===== src/rtl/hazard_forward_unit.sv =====
// EX-stage operand forwarding and load-use hazard control for a 5-stage MIPS pipeline.
// Drives the ALU operand muxes and the PC / IF_ID / ID_EX stall and bubble controls.
module hazard_forward_unit #(
  parameter int ADDR_W     = 5,
  parameter int LOAD_STALL = 1,
  parameter int CNT_W      = 16
) (
  input  logic              clk,
  input  logic              reset,
  input  logic [ADDR_W-1:0] IF_ID_Rs,
  input  logic [ADDR_W-1:0] IF_ID_Rt,
  input  logic [ADDR_W-1:0] ID_EX_Rs,
  input  logic [ADDR_W-1:0] ID_EX_Rt,
  input  logic              ID_EX_MemRead,
  input  logic [ADDR_W-1:0] EX_MEM_Rd,
  input  logic              EX_MEM_RegWrite,
  input  logic [ADDR_W-1:0] MEM_WB_Rd,
  input  logic              MEM_WB_RegWrite,
  input  logic              Flush,
  output logic [1:0]        ForwardA,
  output logic [1:0]        ForwardB,
  output logic              PC_Write,
  output logic              IF_ID_Write,
  output logic              ID_EX_Bubble,
  output logic              stall_active,
  output logic [CNT_W-1:0]  stall_cycles
);

  typedef enum logic {
    IDLE  = 1'b0,
    STALL = 1'b1
  } state_t;

  // A single-bubble stall never leaves IDLE; longer stalls count down in STALL.
  localparam bit       MULTI_STALL = (LOAD_STALL > 1);
  localparam logic [3:0] CNT_INIT  = 4'(LOAD_STALL - 1);

  state_t     state, state_nxt;
  logic [3:0] cnt, cnt_nxt;
  logic       haz;
  logic       stall;

  // Operand forwarding: register 0 is hard-wired, so it is never a source.
  logic ex_wr, wb_wr;
  logic ex_hit_a, ex_hit_b, wb_hit_a, wb_hit_b;

  assign ex_wr    = EX_MEM_RegWrite && (EX_MEM_Rd != '0);
  assign wb_wr    = MEM_WB_RegWrite && (MEM_WB_Rd != '0);
  assign ex_hit_a = ex_wr && (EX_MEM_Rd == ID_EX_Rs);
  assign ex_hit_b = ex_wr && (EX_MEM_Rd == ID_EX_Rt);
  assign wb_hit_a = wb_wr && (MEM_WB_Rd == ID_EX_Rs);
  assign wb_hit_b = wb_wr && (MEM_WB_Rd == ID_EX_Rt);

  // NOTE: every combinational output gets a default first so no path infers a latch.
  always_comb begin
    ForwardA = 2'b00;
    ForwardB = 2'b00;
    if (!reset) begin
      if (ex_hit_a)      ForwardA = 2'b10;
      else if (wb_hit_a) ForwardA = 2'b01;
      if (ex_hit_b)      ForwardB = 2'b10;
      else if (wb_hit_b) ForwardB = 2'b01;
    end
  end

  assign haz = ID_EX_MemRead && (ID_EX_Rt != '0) &&
               ((ID_EX_Rt == IF_ID_Rs) || (ID_EX_Rt == IF_ID_Rt));

  // NOTE: sequential state uses non-blocking assignments so all registers update together.
  always_ff @(posedge clk) begin
    if (reset) begin
      state <= IDLE;
      cnt   <= '0;
    end else begin
      state <= state_nxt;
      cnt   <= cnt_nxt;
    end
  end

  always_comb begin
    state_nxt = state;
    cnt_nxt   = cnt;
    if (Flush) begin
      state_nxt = IDLE;
      cnt_nxt   = '0;
    end else begin
      case (state)
        IDLE: begin
          if (haz && MULTI_STALL) begin
            state_nxt = STALL;
            cnt_nxt   = CNT_INIT;
          end
        end
        STALL: begin
          // ID/EX holds a bubble here, so a fresh hazard cannot arise.
          cnt_nxt = cnt - 4'd1;
          if (cnt == 4'd1) state_nxt = IDLE;
        end
        default: begin
          state_nxt = IDLE;
          cnt_nxt   = '0;
        end
      endcase
    end
  end

  always_comb begin
    stall = 1'b0;
    if (!reset && !Flush) begin
      case (state)
        IDLE:    stall = haz;
        STALL:   stall = 1'b1;
        default: stall = 1'b0;
      endcase
    end
  end

  assign PC_Write     = !stall;
  assign IF_ID_Write  = !stall;
  assign ID_EX_Bubble = stall;
  assign stall_active = stall;

  // Performance counter saturates at all-ones instead of wrapping.
  always_ff @(posedge clk) begin
    if (reset) begin
      stall_cycles <= '0;
    end else if (stall && (stall_cycles != '1)) begin
      stall_cycles <= stall_cycles + 1'b1;
    end
  end

endmodule


===== config.mk =====
export PLATFORM = sky130hd
export DESIGN_NAME = hazard_forward_unit
export DESIGN_NICKNAME = d
export VERILOG_FILES = /design/src/rtl/hazard_forward_unit.sv
export SDC_FILE = /design/constraint.sdc
export NUM_CORES = 1
export LEC_CHECK = 0
export CORE_MARGIN = 10
export CORE_UTILIZATION = 35
export DETAILED_ROUTE_END_ITERATION = 7
export PLACE_DENSITY = 0.65
export SYNTH_ARGS = -nofsm -noshare
export SYNTH_HDL_FRONTEND = slang
export SYNTH_SLANG_ARGS = --single-unit

===== constraint.sdc =====
create_clock -name clk -period 2.4 [get_ports clk]
set_input_delay 0.48 -clock clk [delete_from_list [all_inputs] [get_ports clk]]
set_output_delay 0.48 -clock clk [all_outputs]
set_load 0.005 [all_outputs]

==> impl_metrics.env, run 1 <==
export IMPL_root_buffer="clkbuf_8"
export IMPL_async_flop_share_pct=0
export IMPL_yosys_warnings=0
export IMPL_cp_depth=8
export IMPL_io_pins=60
export IMPL_max_freq_mhz=418
export IMPL_ys_flop_type="dfxtp_1"
export IMPL_vdd_ir_drop_max_v=0.000219
export IMPL_path_max_fanout=3
export IMPL_synthMuxAreaShare_pct=5.68
export IMPL_dieWidth_um=86.9
export IMPL_reg2reg_depth=7
export IMPL_max_cap_violations=0
export IMPL_p_switching_mw=0.218
export IMPL_avgSynthCellArea_sq_um=8.11
export IMPL_skew_ns=0.00807
export IMPL_slew_violations=0
export IMPL_drc_errors=0
export IMPL_fillers=400
export IMPL_synth_nets=232
export IMPL_ant_nets=0
export IMPL_rsz0062_at_grt="yes"
export IMPL_worst_pin_slew_ns=0.350
export IMPL_routed_via_density=5.20
export IMPL_worstPathRequired_ns=1.92
export IMPL_synth_top_family_by_area="simple AND/OR/NAND/NOR gates"
export IMPL_crit_type="in2out"
export IMPL_final_cell_mix="24 x buf_4, 21 x xor2_1, 21 x dfxtp_1, 21 x clkdlybuf4s50_1, 18 x nor2_1"
export IMPL_fin_crit_sh_pct=99.7
export IMPL_drive_above_1_share_pct=24.5
export IMPL_clk_pin_slew_ns=0.09
export IMPL_p_leak_nw=1.02
export IMPL_fin_util_pct=56.2
export IMPL_wl_per_cell_um=15.0
export IMPL_synthXorXnorAreaFrac_pct=18.5
export IMPL_grt_start_max_net_pins=25
export IMPL_die_h_um=86.9
export IMPL_overflow=0
export IMPL_setup_viol=0
export IMPL_firstDrtPassIters=4
export IMPL_synth_simple_area_share_pct=29.3
export IMPL_synth_edf_count=0
export IMPL_crit_path_end_kind="primary output"
export IMPL_multi_input_area_sq_um=1080
export IMPL_clockPowerShare_pct=30.9
export IMPL_status="completed"
export IMPL_ys_ff_latch=21
export IMPL_routed_wl_um=4880
export IMPL_cp_start_kind="input pin"
export IMPL_seqPwrFrac_pct=44.0
export IMPL_port_buffers=59
export IMPL_final_nets=313
export IMPL_swShare_pct=27.6
export IMPL_grt_pass1_vias=1745
export IMPL_syn2layout_area_growth_pct=56.3
export IMPL_hold_viol=0
export IMPL_synth_adder_area_share_pct=2.40
export IMPL_crit_start="EX_MEM_Rd[1]"
export IMPL_p_int_mw=0.574
export IMPL_final_cells=325
export IMPL_cellPowerDensity_nw_per_um2=324
export IMPL_hpwl_um=3830
export IMPL_antenna_found_initial=0
export IMPL_min_path_type="reg2reg"
export IMPL_cts_path_max_buffers=2
export IMPL_h_tree_depth=1
export IMPL_grt_use_total_pct=13.0
export IMPL_start_util_pct=35.9
export IMPL_dp_cells=320
export IMPL_fin_tns_setup_ns=0
export IMPL_period_minus_slack_ns=2.39
export IMPL_cts_tree="done"
export IMPL_cpMostUsedCell="buf_6"
export IMPL_grt_pass1_wl_um=8330
export IMPL_syn_inst=193
export IMPL_relSlewSlack_pct=76.3
export IMPL_hold_path_startpoint="cnt[1]"
export IMPL_critPathTopFamily="simple AND/OR/NAND/NOR gates"
export IMPL_insertion_delay_ns=0.27
export IMPL_combPwrFrac_pct=25.1
export IMPL_cts_sinks=21
export IMPL_min_delay_path_depth=2
export IMPL_cpPeakStageDelay_ns=0.53
export IMPL_dr_total_vias=1691
export IMPL_worstPathCellList="buf_6 > or4_4 > o21ai_2 > buf_6 > buf_6 > nor3_4 > nor4_2 > buf_2"
export IMPL_arrival_ns=1.91
export IMPL_final_common_cell="buf_4"
export IMPL_r2r_start="stall_cycles[0]"
export IMPL_cts_buffers=3
export IMPL_crit_slowest_cell="or4_4"
export IMPL_yosysUniqueCellTypes=37
export IMPL_core_area_sq_um=4350
export IMPL_synth_compound_area_share_pct=9.75
export IMPL_die_area_sq_um=7550
export IMPL_place_gp_congestion=0.866
export IMPL_crit_buf_inv=4
export IMPL_rows=24
export IMPL_ys_seq_area_share_pct=26.9
export IMPL_drtIter0Drc=132
export IMPL_netlist_area_sq_um=1570
export IMPL_diodes=0
export IMPL_seq_area_sq_um=420
==> worst min-delay path, cell delays in order (launching register included) <==
cell and delay (ns):
dfxtp_1 0.33, nor2_1 0.08, a211oi_1 0.05
==> cell usage after synthesis, types with 2 or more instances <==
master,instances,area [sq um]
o31ai_1,4,30.0
nand3_1,14,70.1
nor2_1,18,67.6
dfxtp_1,21,420
o21ai_0,5,25.0
nand4_1,2,12.5
nor3_1,4,20.0
a21oi_1,8,40.0
xor2_1,21,184
clkbuf_1,5,18.8
buf_2,2,10.0
mux2_1,2,22.5
nor4_1,9,56.3
inv_1,6,22.5
nor4b_1,2,17.5
nor2b_1,7,43.8
xnor2_1,12,105
or4_1,8,60.1
nor3_2,2,20.0
mux2_2,5,56.3
ha_1,3,37.5
or2_2,2,12.5
nand2_1,12,45.0
buf_4,3,22.5
buf_6,4,45.0
==> power by group through the flow <==
stage	Clock [mW]	Sequential, mW	Combinational, mW
2_1_floorplan	0	0.357	0.0823
3_3_place_gp	0	0.357	0.194
3_5_place_dp	0	0.357	0.197
4_1_cts	0.254	0.348	0.191
5_1_grt	0.271	0.349	0.219
6_report	0.245	0.348	0.199
==> cells by family (layout without fill, tap and decap cells) <==
family                   count (synthesis)  after routing
AND/OR/NAND/NOR                         84             84
XOR/XNOR                                33             33
AO/OA/AOI/OAI                           24             24
flip-flops                              21             21
buffers and inverters                   20            100
multiplexers                             8              8
adder cells (fa/ha/maj)                  3              3
==> per-layer routing <==
metal  up-vias  wire length [um]  GRT usage, %
met4         0                34          2.21
met5         -                 0             0
li1        836                 -             -
met1       784              2040          15.5
met2        67              2290          21.1
met3         4               510          6.09
==> sequential cells by signal (all words and copies together), names as in the netlist <==
register,cells
stall_cycles,16
cnt,4
state,1
==> layout make-up <==
type	instances	area share (%)
Clock inverter	1	0.307
Clock buffer	3	1.69
Tap cell	52	2.66
Sequential cell	21	17.2
Timing Repair Buffer	90	33.0
Multi-Input combinational cell	152	44.2
Inverter	6	0.921
==> through the flow <==
step                hold slack (ns)  instance area, sq um  setup slack, ns  total power [mW]
detailed placement            0.492                  2360           -0.714             0.553
CTS                           0.502                  2400          0.00518             0.793
finish                        0.497                  2450          0.00823             0.792
global route                  0.538                  2450          -0.0966             0.838
floorplan                     0.469                  1570            0.141             0.439
global placement              0.486                  2360           -0.697             0.551
==> path summary, 6_finish.rpt <==
kind	end	slack (ns)
hold / removal	cnt[1]	0.50
setup reg to reg	stall_cycles[8]	0.16
setup / recovery	ForwardA[0]	0.008
hold reg to reg	cnt[1]	0.50
==> timing repair <==
| item | CTS | global route |
|---|---|---|
| setup endpoints to repair | 11 | 8 |
| pin swaps | 14 | 15 |
| setup buffers | 2 | 1 |
| hold buffers | 0 | 0 |
| gates resized for setup | 62 | 32 |
(Power assumes the default switching activity.)
==> run 2: changes to the inputs <==
--- a/config.mk
+++ b/config.mk
@@ -8,6 +8,7 @@
 export CORE_MARGIN = 10
 export CORE_UTILIZATION = 35
 export DETAILED_ROUTE_END_ITERATION = 7
+export HOLD_SLACK_MARGIN = 0.02
 export PLACE_DENSITY = 0.65
 export SYNTH_ARGS = -nofsm -noshare
 export SYNTH_HDL_FRONTEND = slang
==> results of run 2 <==
Final layout, timing and power as in run 1 (identical DEF).
==> run 3: changes to the inputs <==
--- a/config.mk
+++ b/config.mk
@@ -10,6 +10,8 @@
 export DETAILED_ROUTE_END_ITERATION = 7
 export HOLD_SLACK_MARGIN = 0.02
 export PLACE_DENSITY = 0.65
+export SETUP_SLACK_MARGIN = 0.02
+export SKIP_CTS_REPAIR_TIMING = 1
 export SYNTH_ARGS = -nofsm -noshare
 export SYNTH_HDL_FRONTEND = slang
 export SYNTH_SLANG_ARGS = --single-unit
==> impl_metrics.env, run 3 (same netlist as run 1, synthesis figures left out) <==
export IMPL_status="finished with violations"
export IMPL_violations="negative setup slack"
export IMPL_routed_via_density=5.23
export IMPL_routed_wl_um=5120
export IMPL_start_util_pct=35.9
export IMPL_hpwl_um=3830
export IMPL_overflow=0
export IMPL_antenna_found_initial=1
export IMPL_cts_path_max_buffers=2
export IMPL_worstPathRequired_ns=1.92
export IMPL_grt_use_total_pct=13.0
export IMPL_largest_register="stall_cycles"
export IMPL_firstDrtPassIters=4
export IMPL_arrival_ns=1.96
export IMPL_rows=24
export IMPL_skew_ns=0.00855
export IMPL_place_gp_congestion=0.866
export IMPL_cts_tree="done"
export IMPL_diodes=0
export IMPL_cts_buffers=3
export IMPL_insertion_delay_ns=0.27
export IMPL_max_freq_mhz=411
export IMPL_dieWidth_um=86.9
export IMPL_p_leak_nw=1.16
export IMPL_root_buffer="clkbuf_8"
export IMPL_cellPowerDensity_nw_per_um2=316
export IMPL_path_max_fanout=2
export IMPL_hold_viol=0
export IMPL_r2r_start="stall_cycles[0]"
export IMPL_final_nets=316
export IMPL_crit_start="MEM_WB_Rd[1]"
export IMPL_final_common_cell="buf_4"
export IMPL_place_ws_ns=-0.714
export IMPL_dr_total_vias=1715
export IMPL_period_minus_slack_ns=2.44
export IMPL_max_cap_violations=0
export IMPL_final_cell_mix="28 x buf_4, 25 x clkdlybuf4s50_1, 25 x dlymetal6s2s_1"
export IMPL_core_area_sq_um=4350
export IMPL_port_buffers=59
export IMPL_h_tree_depth=1
export IMPL_fin_util_pct=58.5
export IMPL_syn2layout_area_growth_pct=62.7
export IMPL_ant_nets=0
export IMPL_min_path_type="reg2reg"
export IMPL_cts_sinks=21
export IMPL_slew_violations=0
export IMPL_rsz0062_at_grt="yes"
export IMPL_vdd_ir_drop_max_v=0.000229
export IMPL_grt_start_max_net_pins=25
export IMPL_relSlewSlack_pct=76.1
export IMPL_cp_start_kind="input pin"
export IMPL_io_pins=60
export IMPL_finalPower_mw=0.804
export IMPL_crit_path_end_kind="primary output"
export IMPL_crit_type="in2out"
export IMPL_drc_errors=0
export IMPL_grt_pass1_vias=1740
export IMPL_setup_viol=1
export IMPL_largest_register_ffs=16
export IMPL_wl_per_cell_um=15.6
export IMPL_die_area_sq_um=7550
export IMPL_grt_pass1_wl_um=8300
export IMPL_fin_crit_sh_pct=101
export IMPL_hold_path_startpoint="cnt[1]"
export IMPL_drtIter0Drc=129
export IMPL_die_h_um=86.9
export IMPL_clk_pin_slew_ns=0.09
export IMPL_drive_above_1_share_pct=25.4
export IMPL_layout_setup_ws_ns=-0.0354
export IMPL_worst_pin_slew_ns=0.353
export IMPL_largest_registers="stall_cycles x16, cnt x4, state x1"
==> run 3: changes by cell type in the layout (fill, tap and decap cells not counted), moves of 3 or more <==
cell | previous run | this run
clkdlybuf4s15_1 | 5 | 0
dlymetal6s2s_1 | 8 | 25
dlygate4sd2_1 | 13 | 0
buf_2 | 6 | 3
clkdlybuf4s50_1 | 21 | 25
buf_4 | 24 | 28
==> run 3: metal layers <==
layer | vias up | GRT usage, % | wire [um]
met5 | - | 0 | 13
met4 | 2 | 2.21 | 72
met3 | 10 | 6.55 | 540
met2 | 65 | 20.9 | 2510
met1 | 797 | 15.4 | 1980
li1 | 841 | - | -
==> run 3: stage by stage <==
| stage | cells | setup TNS, ns | hold slack [ns] | cell area, sq um |
|---|---|---|---|---|
| after floorplan | 193 | 0 | 0.469 | 1570 |
| after global placement | 320 | -7.15 | 0.486 | 2360 |
| after detailed placement | 320 | -7.67 | 0.492 | 2360 |
| after CTS | 324 | -4.50 | 0.502 | 2410 |
| after global routing | 328 | -0.112 | 0.538 | 2550 |
| final | 328 | -0.0354 | 0.497 | 2550 |
==> run 3: area by class of cell <==
cell class / count / area (sq um)
clock buffers: 3 / 41.3
clock inverters: 1 / 7.51
multi-input cells: 152 / 1090
well taps: 52 / 65.1
inverters: 6 / 22.5
repair buffers: 93 / 895
fillers: 385 / 1810
flip-flops and latches: 21 / 420
==> run 3: critical path, cell delays in order <==
cell and delay (ns):
clkbuf_2 0.10, buf_6 0.11, xor2_1 0.17, or4_1 0.56, nor4_2 0.35, buf_2 0.18
==> run 3: final timing paths <==
check,endpoint,slack (ns),depth (start not counted)
hold reg to reg,cnt[1],0.50,2
hold / removal,cnt[1],0.50,2
setup reg to reg,stall_cycles[8],0.18,7
setup / recovery,ForwardB[0],-0.04,6
==> run 3: where the power goes <==
group / internal (mW) / total (mW) / switching (mW)
Clock: 0.118 / 0.244 / 0.127
Combinational: 0.117 / 0.212 / 0.0945
Sequential: 0.348 / 0.348 / 0.000224
Total: 0.583 / 0.804 / 0.221
